### config.mk
export PLATFORM = sky130hd
export DESIGN_NAME = irq_controller
export DESIGN_NICKNAME = d
export VERILOG_FILES = /design/src/rtl/irq_controller.sv
export SDC_FILE = /design/constraint.sdc
export NUM_CORES = 1
export LEC_CHECK = 0
export CORE_ASPECT_RATIO = 1.5
export CORE_UTILIZATION = 42
export DETAILED_ROUTE_END_ITERATION = 8
export PLACE_DENSITY = 0.84
export SLEW_MARGIN = 10
export SYNTH_ARGS = -nofsm -noshare
export SYNTH_HDL_FRONTEND = slang
export SYNTH_SLANG_ARGS = --single-unit
export TNS_END_PERCENT = 50
### constraint.sdc
create_clock -name iCLK -period 3.6 [get_ports iCLK]
set_clock_uncertainty 0.15 [all_clocks]
set_input_delay 0.9 -clock iCLK [delete_from_list [all_inputs] [get_ports iCLK]]
set_output_delay 0.9 -clock iCLK [all_outputs]
set_load 0.02 [all_outputs]
### src/rtl/irq_controller.sv
// Memory-mapped 8-line interrupt controller with per-line edge/level mode and claim/complete.
// Optional INTC_SYNC_EN inserts a two-flop synchronizer ahead of the sample register.
module irq_controller #(
  parameter logic [31:0] BASE_ADDR  = 32'hFF200200,
  parameter logic [7:0]  MODE_RESET = 8'hFF
) (
  input  logic        iCLK,
  input  logic        iRST,
  input  logic [7:0]  iIrqSrc,
  input  logic        DwReadEnable,
  input  logic        DwWriteEnable,
  input  logic [3:0]  DwByteEnable,
  input  logic [31:0] DwAddress,
  input  logic [31:0] DwWriteData,
  output logic [31:0] DwReadData,
  output logic [7:0]  oPendingInterrupt
);

  logic [7:0] pending, enable, mode, inservice;
  logic [7:0] src_p0, src_p1;
  logic [7:0] pending_nxt, inservice_nxt, active, rise, src_in;
  logic       rd_q, sel, wr_lane, claim_go, valid;
  logic [1:0] off;
  logic [2:0] id;
  logic       unused_bits;

  assign unused_bits = ^{DwWriteData[31:8], DwAddress[1:0], DwByteEnable[3:1]};

`ifdef INTC_SYNC_EN
  logic [7:0] sync_y1, sync_y2;

  // synchronizer stages for asynchronous sources
  always_ff @(posedge iCLK) begin
    if (iRST) begin
      sync_y1 <= '0;
      sync_y2 <= '0;
    end else begin
      sync_y1 <= iIrqSrc;
      sync_y2 <= sync_y1;
    end
  end
  assign src_in = sync_y2;
`else
  assign src_in = iIrqSrc;
`endif

  assign sel     = (DwAddress[31:4] == BASE_ADDR[31:4]);
  assign off     = DwAddress[3:2];
  assign wr_lane = DwWriteEnable & sel & DwByteEnable[0];
  assign active  = pending & enable & ~inservice;
  assign rise    = src_p0 & ~src_p1;
  assign oPendingInterrupt = active;

  // lowest-index active line wins the claim
  always_comb begin
    id    = 3'd0;
    valid = 1'b0;
    for (int i = 7; i >= 0; i--) begin
      if (active[i]) begin
        id    = 3'(i);
        valid = 1'b1;
      end
    end
  end

  assign claim_go = DwReadEnable & sel & (off == 2'd3) & ~rd_q & valid;

  always_comb begin
    pending_nxt = pending;
    for (int i = 0; i < 8; i++) begin
      if (wr_lane && off == 2'd2 && DwWriteData[i] && !mode[i]) begin
        pending_nxt[i] = 1'b0;
      end else if (mode[i]) begin
        if (rise[i])
          pending_nxt[i] = 1'b1;
        else if ((wr_lane && off == 2'd0 && DwWriteData[i]) || (claim_go && id == 3'(i)))
          pending_nxt[i] = 1'b0;
      end else begin
        pending_nxt[i] = src_p0[i];
      end
    end
  end

  always_comb begin
    inservice_nxt = inservice;
    if (claim_go)
      inservice_nxt[id] = 1'b1;
    if (wr_lane && off == 2'd3)
      inservice_nxt[DwWriteData[2:0]] = 1'b0;
  end

  // sample/previous stages and register state
  always_ff @(posedge iCLK) begin
    if (iRST) begin
      src_p0    <= '0;
      src_p1    <= '0;
      rd_q      <= 1'b0;
      pending   <= '0;
      enable    <= '0;
      mode      <= MODE_RESET;
      inservice <= '0;
    end else begin
      src_p0    <= src_in;
      src_p1    <= src_p0;
      rd_q      <= DwReadEnable & sel;
      pending   <= pending_nxt;
      inservice <= inservice_nxt;
      if (wr_lane && off == 2'd1)
        enable <= DwWriteData[7:0];
      if (wr_lane && off == 2'd2)
        mode <= DwWriteData[7:0];
    end
  end

  always_comb begin
    DwReadData = 32'h0;
    if (DwReadEnable && sel) begin
      case (off)
        2'd0:    DwReadData[7:0] = pending;
        2'd1:    DwReadData[7:0] = enable;
        2'd2:    DwReadData[7:0] = mode;
        default: DwReadData[3:0] = {valid, id};
      endcase
    end
  end

endmodule

Word-level counts from Yosys, hierarchy flattened
Index checks and enable logic that the tools add are counted.

Bits in registers: 49. Bits of input ports: 80. Word-level logic and storage cells: 166.

Magnitude comparators: 4. Eq/ne operators: 19. Muxes and demuxes: 49. Bitwise logic cells: 15. Reductions and logical operators: 65.

Operators with widths (number): $logic_and A1 B1 Y1 (39); $mux W1 (34); $and A8 B8 Y8 (4); $eq A28 B28 Y1 const B (1); $mux W3 (8); $mux W8 (3); $ne A3 B1 Y1 const B (8); $not A8 Y8 (3); $pmux W4 S3 (2); $reduce_or A2 Y1 (8); $eq A3 B3 Y1 const B (4); $logic_not A1 Y1 (8); $logic_or A1 B1 Y1 (8); $lt A3 B4 Y1 const B (2); $or A8 B8 Y8 (1); $and A1 B1 Y1 (6); $demux W1 S3 (2); $eq A3 B2 Y1 const B (2); $ge A3 B1 Y1 const B (2); $eq A2 B2 Y1 const B (2); $eq A3 B1 Y1 const B (1); $logic_not A3 Y1 (1); $eq A2 B1 Y1 const B (1); $logic_not A2 Y1 (1); $not A1 Y1 (1).

Logic depth before layout (Yosys ltp)
Gate-level depths: netlist (run 1).

Depth in word-level cells: 18. Mapped depth: 8. Mapped depth without buffers: 6.

Least setup slack after synthesis (run 1)
No wires, ideal clock.

Path kind: input -> output. Start point: in DwAddress[23]. End point: out DwReadData[3]. Data arrival time: 2.515 ns. Data required time: 2.550 ns. Setup slack: 0.035 ns. Stages on the path: 5. Cells stage by stage: nor4bb_1 > and4_1 > clkbuf_1 > nand3_1 > a211oi_1.

Longest elaborated chain between the ends: 3.

Ends and longest elaborated chain: from (decl) (line 13) `input logic [31:0] DwAddress,`; $eq A28 B28 Y1 (line 47) `assign sel = (DwAddress[31:4] == BASE_ADDR[31:4]);`; $logic_and A1 B1 Y1 (line 117) `if (DwReadEnable && sel) begin`; $mux W8 (line 117); to (decl) (line 15) `output logic [31:0] DwReadData,`.

Every way passes these cells.

Worst setup path after layout (run 1)
Start point: in DwAddress[19]. End point: out DwReadData[6].

Same word-level chain as after synthesis.

==> flow_results.org, run 1 <==
** Critical path
- Worst path depth :: 7
- The critical path goes through clkdlybuf4s50_1 > nor4_4 > and4_4 > nand3_4 > buf_6 > nor2_2 > buf_4.
- The endpoint identified for the worst register-to-register timing path is inservice[7]$_SDFF_PP0_.
- Required time of the worst setup path :: 2550 ps
- Arrival @ worst endpoint :: 2500 ps
- Combined buffer and inverter count along the critical path :: 3
- Reg2Reg Depth :: 7
- Largest delay contributor family on the critical path :: simple AND/OR/NAND/NOR gates
- For this design, the slowest cell found on the critical path is clkdlybuf4s50_1.
- In this run the critical register-to-register path is launched from inservice[0]$_SDFF_PP0_.
- STA classifies the critical path startpoint as an input pin.
- Critical path fanouts, max :: 5
- CP Class :: in2out
- Largest stage delay, worst path :: 470 ps
- The worst setup path is captured at an output pin.
- For flop-to-flop paths, the worst setup slack is 1280 ps.

** Clocking
- Total CTS buffers :: 5
- Clock tree from TritonCTS :: done
- Max clock buf depth :: 2
- The clock drives 49 sinks.
- Clock-pin slew was measured on the worst setup and hold paths at 90 ps.
- The clock reaches the later pin of the worst-skew pair after 310 ps.
- H-tree levels :: 2
- The root buffer cell chosen for the clock tree is clkbuf_8.
- Cts-stage hold buffer count :: 0

** Global routing
- Maximum number of pins on one net before global-route repair :: 42
- The initial antenna violation count came to 0.
- Number of global-route vias before repair :: 2664
- For this run the aggregate overflow at the end of global routing stands at 0.
- Global-route wire length before repair :: 12100 um
- Overall routing resource usage :: 24.2%

** Timing
- Setup repair after global routing left no endpoint under its margin.
- Setup violations remaining at the end of the flow were counted as 0.
- Achievable frequency :: 0.282 GHz
- The smallest clock period supported by the final layout is computed as 3550 ps.
- Final Hold Vio Count :: 0
- Number of max-slew violations in the final report :: 0
- Transition at the pin with the smallest max-transition slack :: 669 ps
- Final critical-path share of the clock period :: 98.6%
- Max_slew headroom :: 55.0%

** Drt
- Vias per Instance :: 5.64
- Final antenna-violating net count :: 0
- The routed layout has 2666 vias.
- Final wirelength :: 7430 um
- For this run, design rule violations remaining after detail routing come to 0.
- Average routed wire per standard cell :: 15.7 um
- For this block, the initial DRC count from the detailed router was 194.
- Detailed-router iteration count before antenna repair :: 4

** Logic synthesis
- Synth top area cells :: dfxtp_1, buf_4, mux2i_1
- Number of standard cells after synthesis :: 307
- Cell variety after synth :: 42
- A synthesized cell averages 8.63 um2.
- The synthesized design devotes to its leading area cell type 37.0% of total area.
- Post-Synthesis Cell Area :: 0.00265 mm2
- The share of the Yosys chip area taken by registers is 37.0%.
- The Yosys step of the flow raised 0 warnings.
- dfxtp_1 takes more of the synthesized area than any other cell.
- The synthesized design contains 49 register bits.

** Min path
- The path with the worst hold slack has its endpoint at src_p1[4]$_SDFF_PP0_.
- Along the worst hold path, the cell count comes to 1.
- Startpoint of the lowest-slack hold path :: src_p0[4]$_SDFF_PP0_
- The tightest min-delay check is of the reg2reg type.

** Final layout
- Summing all non-filler instances in the final layout gives an area of 0.00371 mm2.
- The repair_antennas step left the layout with diodes totalling 0.
- After the last flow step, the layout net total stands at 478.
- Compared with the post-synthesis result, the final layout area differs by 40.1%.
- Final instance count without filler cells :: 473
- Share of final-layout standard cells stronger than drive strength 1 :: 17.0%

** Floorplanning
- The floorplan step defined a die boundary enclosing 0.00663 mm2.
- Number of top-level pins :: 120
- Height of the chip :: 99.3 um
- The floorplan has 35 rows.
- The initial utilization of the core area, before any placement, comes to 43.2%.
- Width of the die :: 66.8 um
- CORE AREA :: 0.00613 mm2

** Placed design
- Number of placed cells counting well taps :: 462
- The HPWL after detailed placement is 5450 um.
- Routability-driven placement finished with a final weighted congestion of 0.927.
- Once placement finished, the instance area stood at 0.00347 mm2.
- During placement, the flow inserted port buffers numbering 66.

** Power
- Static leakage power :: 1.55 nW
- For this design the ratio of total power to cell area is 282 mW/mm2.
- The design draws 1.05 mW.
- The worst-case IR drop observed on VDD is 0.144 mV.

** Outcome
- The run finished with clean final reports.

** Flow run
- Number of violations of the max-capacitance limit :: 0
==> worst register-to-register path, stage by stage, from the launching register on <==
cell and delay [ps]:
dfxtp_1 340, nand3b_1 190, inv_1 90, nor4_1 620, nor2b_1 300, buf_4 170
a41oi_1 110, a211oi_1 270
==> registers in the layout (all words and copies together), names as in the netlist <==
| name | cells |
|---|---|
| enable | 8 |
| rd_q | 1 |
| pending | 8 |
| inservice | 8 |
| src_p1 | 8 |
| mode | 8 |
| src_p0 | 8 |
==> worst max path at each step <==
stage             startpoint       endpoint  slack [ps]
6_report       DwAddress[19]  DwReadData[6]          50
5_1_grt        DwAddress[10]  DwReadData[6]           4
4_1_cts        DwAddress[10]  DwReadData[0]          10
3_5_place_dp    DwAddress[8]  DwReadData[0]        -710
3_3_place_gp    DwAddress[8]  DwReadData[0]        -660
2_1_floorplan  DwAddress[23]  DwReadData[3]          30
==> where the power goes <==
part / switching [mW] / internal [mW]
Sequential: 0.00866 / 0.557
Combinational: 0.0812 / 0.0831
Clock: 0.178 / 0.138
Total: 0.268 / 0.778
==> cells by family after synthesis <==
kind of cell	count (synthesis)	synth area share (%)
compound gates	53	14.5
buf+inv	50	11.2
flops	49	37.0
mux	19	8.12
other cells	1	0.142
simple gates	135	29.0
==> cell type report <==
class / count / area (um2)
multi-input combinational: 231 / 1590
sequential: 49 / 981
clock buffer: 7 / 76.3
fill: 514 / 2420
tap: 74 / 92.6
clock inverter: 1 / 7.51
timing repair buffer: 97 / 907
inverter: 14 / 52.6
==> synthesized netlist by cell type <==
master     count
and2_1         2
nor4bb_1       1
nand3_1        8
inv_1         14
and3b_1        3
or3_1          2
buf_4         24
o211ai_1       5
mux2i_1       17
a41oi_1        4
clkbuf_1      10
buf_8          1
or2_2          1
or4b_4         1
a211oi_1      11
nor3_2         2
mux4_2         2
a222oi_1       1
nor2_1        23
nor4_4         1
buf_6          1
o21ai_0        7
a221o_1        2
nand3b_1       5
nand4bb_1      1
o211a_1        1
or3_4          1
conb_1         1
nor3_4         1
nor4_1         9
and4_1         1
o21a_1         1
a221oi_1       4
nand4_1        7
nor3_1         5
nand2_1       32
dfxtp_1       49
nand4b_1       3
nor2b_1       26
a21oi_1        8
a31oi_1        5
a311o_1        4
==> placed cells by master, fill, tap and decap left out, types with 6 or more instances in the layout <==
cell type,synthesis,routed
a211oi_1,11,10
o21ai_0,7,7
nand2_1,32,32
nand4_1,7,7
mux2i_1,17,17
a21oi_1,8,7
clkdlybuf4s50_1,0,53
buf_6,1,7
nor4_1,9,6
nor2b_1,26,24
inv_1,14,14
dfxtp_1,49,49
buf_4,24,30
conb_1,1,24
nand3_1,8,7
nor2_1,23,20
==> timing repair <==
item / in CTS / in global routing
endpoints found under the hold margin: 0 / 0
gates resized for setup: 70 / 7
pin swaps: 5 / 2
setup endpoints to repair: 8 / 8
buffers inserted: 2 / 1
==> stage by stage <==
stage	utilization [%]	TNS, ps	hold slack [ps]	setup WS [ps]
after floorplan	-	0	288	34.7
after global placement	56.6	-5110	297	-659
after detailed placement	56.6	-5360	302	-712
after CTS	59.6	0	319	14.1
after global routing	60.5	0	331	3.98
final	60.5	0	316	51.4
==> routing by layer <==
metal | GRT usage [%] | share of wire, % | wire (um) | vias to the layer above
met1 | 24.7 | 34 | 2510 | 1249
met4 | 15.4 | 4.9 | 365 | 0
met2 | 44.0 | 54 | 3990 | 142
met3 | 3.56 | 7.7 | 569 | 30
met5 | 0 | 0 | 0 | -
li1 | - | - | - | 1245
(Power assumes the default switching activity.)
==> inputs of run 2 (changes only) <==
--- a/config.mk
+++ b/config.mk
@@ -9,6 +9,7 @@
 export CORE_UTILIZATION = 42
 export DETAILED_ROUTE_END_ITERATION = 8
 export PLACE_DENSITY = 0.84
+export REMOVE_ABC_BUFFERS = 1
 export SLEW_MARGIN = 10
 export SYNTH_ARGS = -nofsm -noshare
 export SYNTH_HDL_FRONTEND = slang
==> run 2 against run 1 <==
  * Fmax is 0.65% lower
  * Utilization is 0.35 points lower
  * Final cell count is 0.85% higher
  * Clock-buffer cell count stayed put
  * Design area is 0.57% lower
  * Sequential cell count stayed put
  * Power is 4.1% higher
  * Sequential power hardly changed
  * Hold slack better by 4.1 ps
  * Via count is 2.0% lower
  * Combinational power is 2% lower
  * Critical endpoint is now DwReadData[1]
  * Largest power group unchanged
==> flow_results.org, run 2 (synthesis gave the netlist of run 1 again) <==
** Clocking
- The total clock sinks was 49 (unchanged).
- The total clock buffers created by CTS is 5 (unchanged).
- CTS clock-pin slew for the worst setup and hold paths :: 90 ps (about the same)
- The cell sitting at the root of the clock tree is a clkbuf_8.
- The post-cts hold buffer count is 0 (unchanged).
- Clock tree from TritonCTS :: done
- The H-tree depth is 2 (unchanged).
- The maximum buffer depth of the clock tree was 2 (unchanged).
- The clock latency on the worst-skew pair was 300 ps (about the same).

** Power
- The reported net switching power is 271 uW (+1.3%).
- Switching portion of total power :: 24.9% (-0.68 points)
- The clock network fraction of design power is 33.4% (+3.2 points).
- IR drop worst, VDD :: 0.159 mV (+10%)
- Cell-internal power :: 817 uW (+5.1%)
- The sequential power share is 51.9% (-2.2 points).
- The leakage power summed over all cells is 1.56 nW (+1.1%).
- The post-route total power was 1.09 mW (+4.1%).
- The ratio of total power to cell area was 295 mW/mm2 (+4.7%).
- Comb pwr share :: 14.7% (-1.0 points)

** Critical path
- Combined buffer and inverter count along the critical path :: 3 (unchanged)
- In this run the critical register-to-register path is captured at pending[2]$_SDFFE_PP0P_.
- The highest cell delay on the worst timing path came to 450 ps (-20 ps).
- The worst reg-to-reg path cell count came to 8 (+1).
- The worst register-to-register path begins at inservice[0]$_SDFF_PP0_.
- The top fanout value on the critical path is 3 (-2).
- Cell at the slowest stage of the critical path :: clkdlybuf4s50_1
- Largest delay contributor family on the critical path :: simple AND/OR/NAND/NOR gates
- STA classifies the critical path startpoint as an input pin.
- STA classifies the critical path endpoint as an output pin.
- Arrival @ worst endpoint :: 2520 ps (+20 ps)
- Slack of the worst reg-to-reg path :: 1420 ps (+140 ps)
- The signal on the critical path passes through clkdlybuf4s50_1 > nor4bb_2 > and4_4 > nand3_4 > buf_6 > nor2b_1 > buf_4.
- Required time of the worst setup path :: 2550 ps (about the same)
- CP Class :: in2out

** Drt
- The via count normalized by instance count came to 5.48 (-2.8%).
- The iteration count of the initial detailed-routing pass was 4 (unchanged).
- Via Count :: 2613 (-2.0%)
- Final wirelength :: 7290 um (-1.8%)
- Final antenna-violating net count :: 0 (unchanged)
- Average routed wire per standard cell :: 15.3 um (-2.7%)
- The number of DRC violations after detailed routing was 0 (unchanged).
- Number of DRC markers in iteration 0 :: 115 (-41%)

** Timing
- The worst hold slack came to 321 ps (+4.11 ps).
- Achievable frequency :: 0.280 GHz (-0.65%)
- Number of max-slew violations in the final report :: 0 (unchanged)
- Final Hold Vio Count :: 0 (unchanged)
- The smallest setup slack after layout came to 28.1 ps (-23.3 ps).
- Number of endpoints failing setup at the final stage :: 0 (unchanged)
- The slew of the pin with the lowest slew margin is 593 ps (-75.9 ps).
- The ratio of final minimum period to clock period is 99.2% (+0.65 points).
- Minimum clock period :: 3570 ps (+23.3 ps)
- The remaining max-slew budget at the tightest pin was 60.3% (+5.3 points).

** Final layout
- Relative to the synthesized area, the layout overhead comes to 39.3%.
- The library cells used most frequently in the layout, excluding fill and tap cells, are clkdlybuf4s50_1, dfxtp_1, buf_4, nand2_1, nor2b_1.
- Sequential Area :: 981 um2 (unchanged)
- The net total in the final layout came to 482 (+0.84%).
- Design area :: 0.00369 mm2 (-0.57%)
- N_diodes :: 0 (unchanged)
- Filler Cell Count :: 538 (+4.7%)
- Multi-input combinational cell area :: 0.00154 mm2 (-3.4%)
- Commonest non-fill, non-tap cell in the layout :: clkdlybuf4s50_1
- Share of final-layout standard cells stronger than drive strength 1 :: 17.9% (+0.82 points)

** Floorplanning
- The chip width is 66.8 um (unchanged).
- The initial cell density of the core came to 43.2% (unchanged).
- The standard cell core area is 0.00613 mm2 (unchanged).
- The die boundary height was 99.3 um (unchanged).
- The cell row count came to 35 (unchanged).
- The top-level I/O count is 120 (unchanged).
- The die area came to 0.00663 mm2 (unchanged).

** Placed design
- Instance area after placement :: 0.00349 mm2 (+0.65%)
- The HPWL reported at the end of detailed placement came to 5560 um (+2.2%).
- The number of buffers inserted by port buffering was 66 (unchanged).
- The final weighted congestion in routability-driven placement is 0.974 (+5.0%).
- Minimum setup slack after placement :: -658 ps (+53.8 ps)

** Min path
- The number of instances on the worst hold path was 1 (unchanged).
- Startpoint of the lowest-slack hold path :: src_p0[6]$_SDFF_PP0_
- Hold worst-path end :: src_p1[6]$_SDFF_PP0_
- Min-delay worst type :: reg2reg

** Global routing
- The overall fraction of global-route tracks in use came to 22.9% (-1.3 points).
- Initial antenna violation count :: 0 (unchanged)
- Total grt overflow :: 0 (unchanged)
- The wire length of the first global-routing pass is 11600 um (-4.7%).
- The largest net degree at the start of global routing is 21 (-50%).
- The number of global-route vias before repair was 2435 (-8.6%).

** Flow run
- The max-capacitance violation count is 0 (unchanged).

** Outcome
- The run finished with clean final reports.
## run 2: how the worst max path moves through the flow
stage / cells past startpoint / end / from / slack [ps]
floorplan: 4 / DwReadData[3] / DwAddress[8] / 100
global placement: 6 / DwReadData[3] / DwAddress[8] / -690
detailed placement: 7 / DwReadData[0] / DwAddress[8] / -660
CTS: 7 / DwReadData[1] / DwAddress[30] / 6
global route: 7 / DwReadData[5] / DwAddress[15] / -10
finish: 7 / DwReadData[1] / DwAddress[30] / 30
## run 2: timing repair
item,in CTS,in global routing
setup endpoints to repair,8,8
gates resized for setup,56,7
pin swaps,4,4
buffers inserted,3,1
endpoints found under the hold margin,0,0
## run 2: final cells by class
class | count | share of cell area (%)
Clock buffer | 7 | 2.61
Clock inverter | 1 | 0.237
Inverter | 14 | 1.42
Multi-Input combinational cell | 231 | 41.7
Sequential cell | 49 | 26.6
Tap cell | 74 | 2.51
Timing Repair Buffer | 101 | 24.9
## run 2: routing by layer
layer | vias up | GRT usage (%) | part of all wire, %
met4 | 0 | 10.8 | 3.5
met1 | 1232 | 26.7 | 40
met3 | 19 | 2.18 | 5.2
met2 | 104 | 40.6 | 51
li1 | 1258 | - | -
met5 | - | 0 | 0
## run 2: power by group through the flow
stage	registers (mW)	clock network, mW	logic [mW]
2_1_floorplan	0.575	0	0.0629
3_3_place_gp	0.577	0	0.153
3_5_place_dp	0.577	0	0.155
4_1_cts	0.564	0.365	0.157
5_1_grt	0.567	0.384	0.174
6_report	0.565	0.363	0.160
## run 2: stage by stage
step	TNS [ps]	instances	utilization, %
after floorplan	0	294	-
after global placement	-5100	465	56.9
after detailed placement	-5170	465	56.9
after CTS	0	476	59.6
after global routing	-14.4	477	60.2
final	0	477	60.2
==> inputs of run 3 (changes only) <==
--- a/config.mk
+++ b/config.mk
@@ -10,6 +10,7 @@
 export DETAILED_ROUTE_END_ITERATION = 8
 export PLACE_DENSITY = 0.84
 export REMOVE_ABC_BUFFERS = 1
+export SKIP_LAST_GASP = 1
 export SLEW_MARGIN = 10
 export SYNTH_ARGS = -nofsm -noshare
 export SYNTH_HDL_FRONTEND = slang
==> run 3 against run 2 <==
  * Combinational power about the same
  * First-iteration DRC count increased by 10%
  * Register-to-register slack improved by 20 ps
  * Die area unchanged
  * Global-route usage unchanged
  * Sequential cell count unchanged
  * Sequential power about the same
  * Utilization about the same
  * Clock-buffer cell count unchanged
  * Critical path depth unchanged
  * Fmax about the same
  * Largest power group unchanged
==> flow_results.org, run 3 (synthesis gave the netlist of run 1 again) <==
** Drt
- The routed length per instance was 15.3 um (about the same).
- The wire length reported by the detailed router was 7300 um (about the same).
- Vias per Instance :: 5.47 (-0.23%)
- DRC violations left :: 0 (unchanged)
- Detailed-router iteration count before antenna repair :: 4 (unchanged)
- The violation count after the first detailed-routing iteration is 127 (+10%).
- Via Count :: 2607 (-0.23%)
- The number of nets with antenna violations after routing was 0 (unchanged).

** Timing
- The count of endpoints failing setup in the final report was 0 (unchanged).
- Final critical-path share of the clock period :: 99.2% (about the same)
- The number of endpoints with negative hold slack in the final report was 0 (unchanged).
- The smallest setup slack after layout was 27.6 ps (-0.435 ps).
- The count of pins over their slew limit was 0 (unchanged).
- Max_slew headroom :: 60.7% (+0.38 points)
- Setup repair after global routing could not meet its margin everywhere.
- Transition at the pin with the smallest max-transition slack :: 587 ps (-5.74 ps)
- The timing-limited maximum frequency was 0.280 GHz (about the same).
- The shortest clock period the worst path allows after layout came to 3570 ps (+0.435 ps).

** Clocking
- Max clock buf depth :: 2 (unchanged)
- The clock-pin slew of the registers on the worst-case setup and hold paths was 100 ps (about the same).
- The clock latency on the worst-skew pair is 300 ps (about the same).
- The total clock buffers created by CTS is 5 (unchanged).
- H-tree levels :: 2 (unchanged)
- TritonCTS sink count :: 49 (unchanged)
- TritonCTS built the clock tree.
- Buffer cell driving the clock tree root :: clkbuf_8

** Critical path
- Arrival @ worst endpoint :: 2520 ps (about the same)
- The worst reg-to-reg path cell count came to 8 (unchanged).
- CP Class :: in2out
- The worst setup path is launched from an input pin.
- The required time of the critical path came to 2550 ps (about the same).
- STA classifies the critical path endpoint as an output pin.
- Critical path fanouts, max :: 3 (unchanged)

** Power
- The logic gate share of total power came to 14.7% (about the same).
- Register share of total power :: 51.8% (about the same)
- The clock network fraction of design power came to 33.6% (+0.2 points).
- IR drop worst, VDD :: 0.159 mV (about the same)
- The reported net switching power is 274 uW (+0.91%).
- The internal power was 817 uW (about the same).
- The ratio of total power to cell area came to 296 mW/mm2 (+0.32%).
- Static leakage power :: 1.55 nW (-0.59%)
- Total power consumption of the routed design :: 1.09 mW (+0.25%)
- The switching portion of total power is 25.1% (+0.17 points).

** Final layout
- The signed area change from the synthesized netlist to the final layout came to 39.2% (about the same).
- The library cell used most frequently in the layout, excluding fill and tap cells, is clkdlybuf4s50_1.
- Multi-input combinational cell area :: 0.00154 mm2 (unchanged)
- Filler Cell Count :: 537 (-0.19%)
- Sequential Area :: 981 um2 (unchanged)
- The proportion of layout cells with a drive suffix above 1 is 17.9% (unchanged).
- The library cells used most frequently in the layout, excluding fill and tap cells, are clkdlybuf4s50_1, dfxtp_1, buf_4, nand2_1, nor2b_1.
- Design area :: 0.00369 mm2 (about the same)
- Final nets :: 482 (unchanged)
- N_diodes :: 0 (unchanged)

** Global routing
- The initial antenna violation count was 0 (unchanged).
- Total grt overflow :: 0 (unchanged)
- Overall routing resource usage :: 22.9% (unchanged)
- The largest net degree at the start of global routing was 21 (unchanged).
- Number of global-route vias before repair :: 2435 (unchanged)
- The wire length of the first global-routing pass was 11600 um (unchanged).

** Placed design
- The HPWL reported at the end of detailed placement is 5560 um (unchanged).
- The number of buffers inserted by port buffering came to 66 (unchanged).
- The final weighted congestion in routability-driven placement is 0.974 (unchanged).
- Minimum setup slack after placement :: -658 ps (unchanged)
- The instance area at placement is 0.00349 mm2 (unchanged).

** Floorplanning
- The chip width is 66.8 um (unchanged).
- The top-level I/O count came to 120 (unchanged).
- The cell row count came to 35 (unchanged).
- The die boundary height came to 99.3 um (unchanged).
- Die outline area :: 0.00663 mm2 (unchanged)
- CORE AREA :: 0.00613 mm2 (unchanged)
- The initial cell density of the core was 43.2% (unchanged).

** Min path
- The path class of the tightest hold or removal check is reg2reg.
- Worst hold path stage count :: 1 (unchanged)

** Flow run
- The max-capacitance violation count was 0 (unchanged).

** Outcome
- The run finished with clean final reports.
-- run 3: cell types whose count changed in the layout (fill, tap and decap cells not counted) --
cell and delta:
clkdlybuf4s50_1 +1, dlymetal6s2s_1 -1
-- run 3: layer usage --
metal  track usage (%)  wire [um]  vias to the layer above
met5                 0          0                        -
met4              10.8        227                        0
met3              2.18        364                       17
met2              40.6       3760                       98
met1              26.7       2950                     1234
li1                  -          -                     1258
-- run 3: stage by stage --
| step | instances | TNS (ps) | utilization, % | hold WS (ps) |
|---|---|---|---|---|
| floorplan | 294 | 0 | - | 288 |
| global placement | 465 | -5100 | 56.9 | 298 |
| detailed placement | 465 | -5170 | 56.9 | 303 |
| CTS | 476 | 0 | 59.6 | 322 |
| global route | 477 | -36.0 | 60.1 | 337 |
| finish | 477 | 0 | 60.1 | 321 |
-- run 3: critical path: stages --
cell	delay, ps
clkdlybuf4s50_1	450
nor4bb_2	310
and4_4	300
nand3_4	120
buf_6	160
nor2b_1	130
buf_4	160
-- run 3: repair_timing --
item / CTS / global route
buffers inserted: 3 / 1
pin swaps: 4 / 3
resized for setup: 56 / 6
hold buffers: 0 / 0
setup endpoints to repair: 8 / 8
-- run 3: area by class of cell --
type                       count  share of cell area (%)
clock buffer                   7                    2.61
inverter                      14                    1.43
multi-input combinational    231                    41.8
tap                           74                    2.51
clock inverter                 1                   0.238
sequential                    49                    26.6
timing repair buffer         101                    24.8
-- run 3: power by group through the flow --
stage | sequential [mW] | clock [mW] | combinational [mW]
after CTS | 0.564 | 0.365 | 0.157
after global routing | 0.567 | 0.384 | 0.174
final | 0.565 | 0.366 | 0.160
after detailed placement | 0.577 | 0 | 0.155
after global placement | 0.577 | 0 | 0.153
after floorplan | 0.575 | 0 | 0.0629
-- run 3: path summary, 6_finish.rpt --
path / startpoint / endpoint / slack (ps)
worst min-delay path: src_p0[6]$_SDFF_PP0_ / src_p1[6]$_SDFF_PP0_ / 320
worst min register to register: src_p0[6]$_SDFF_PP0_ / src_p1[6]$_SDFF_PP0_ / 320
worst max-delay path: DwAddress[30] / DwReadData[1] / 30
worst max register to register: inservice[0]$_SDFF_PP0_ / pending[2]$_SDFFE_PP0P_ / 1440
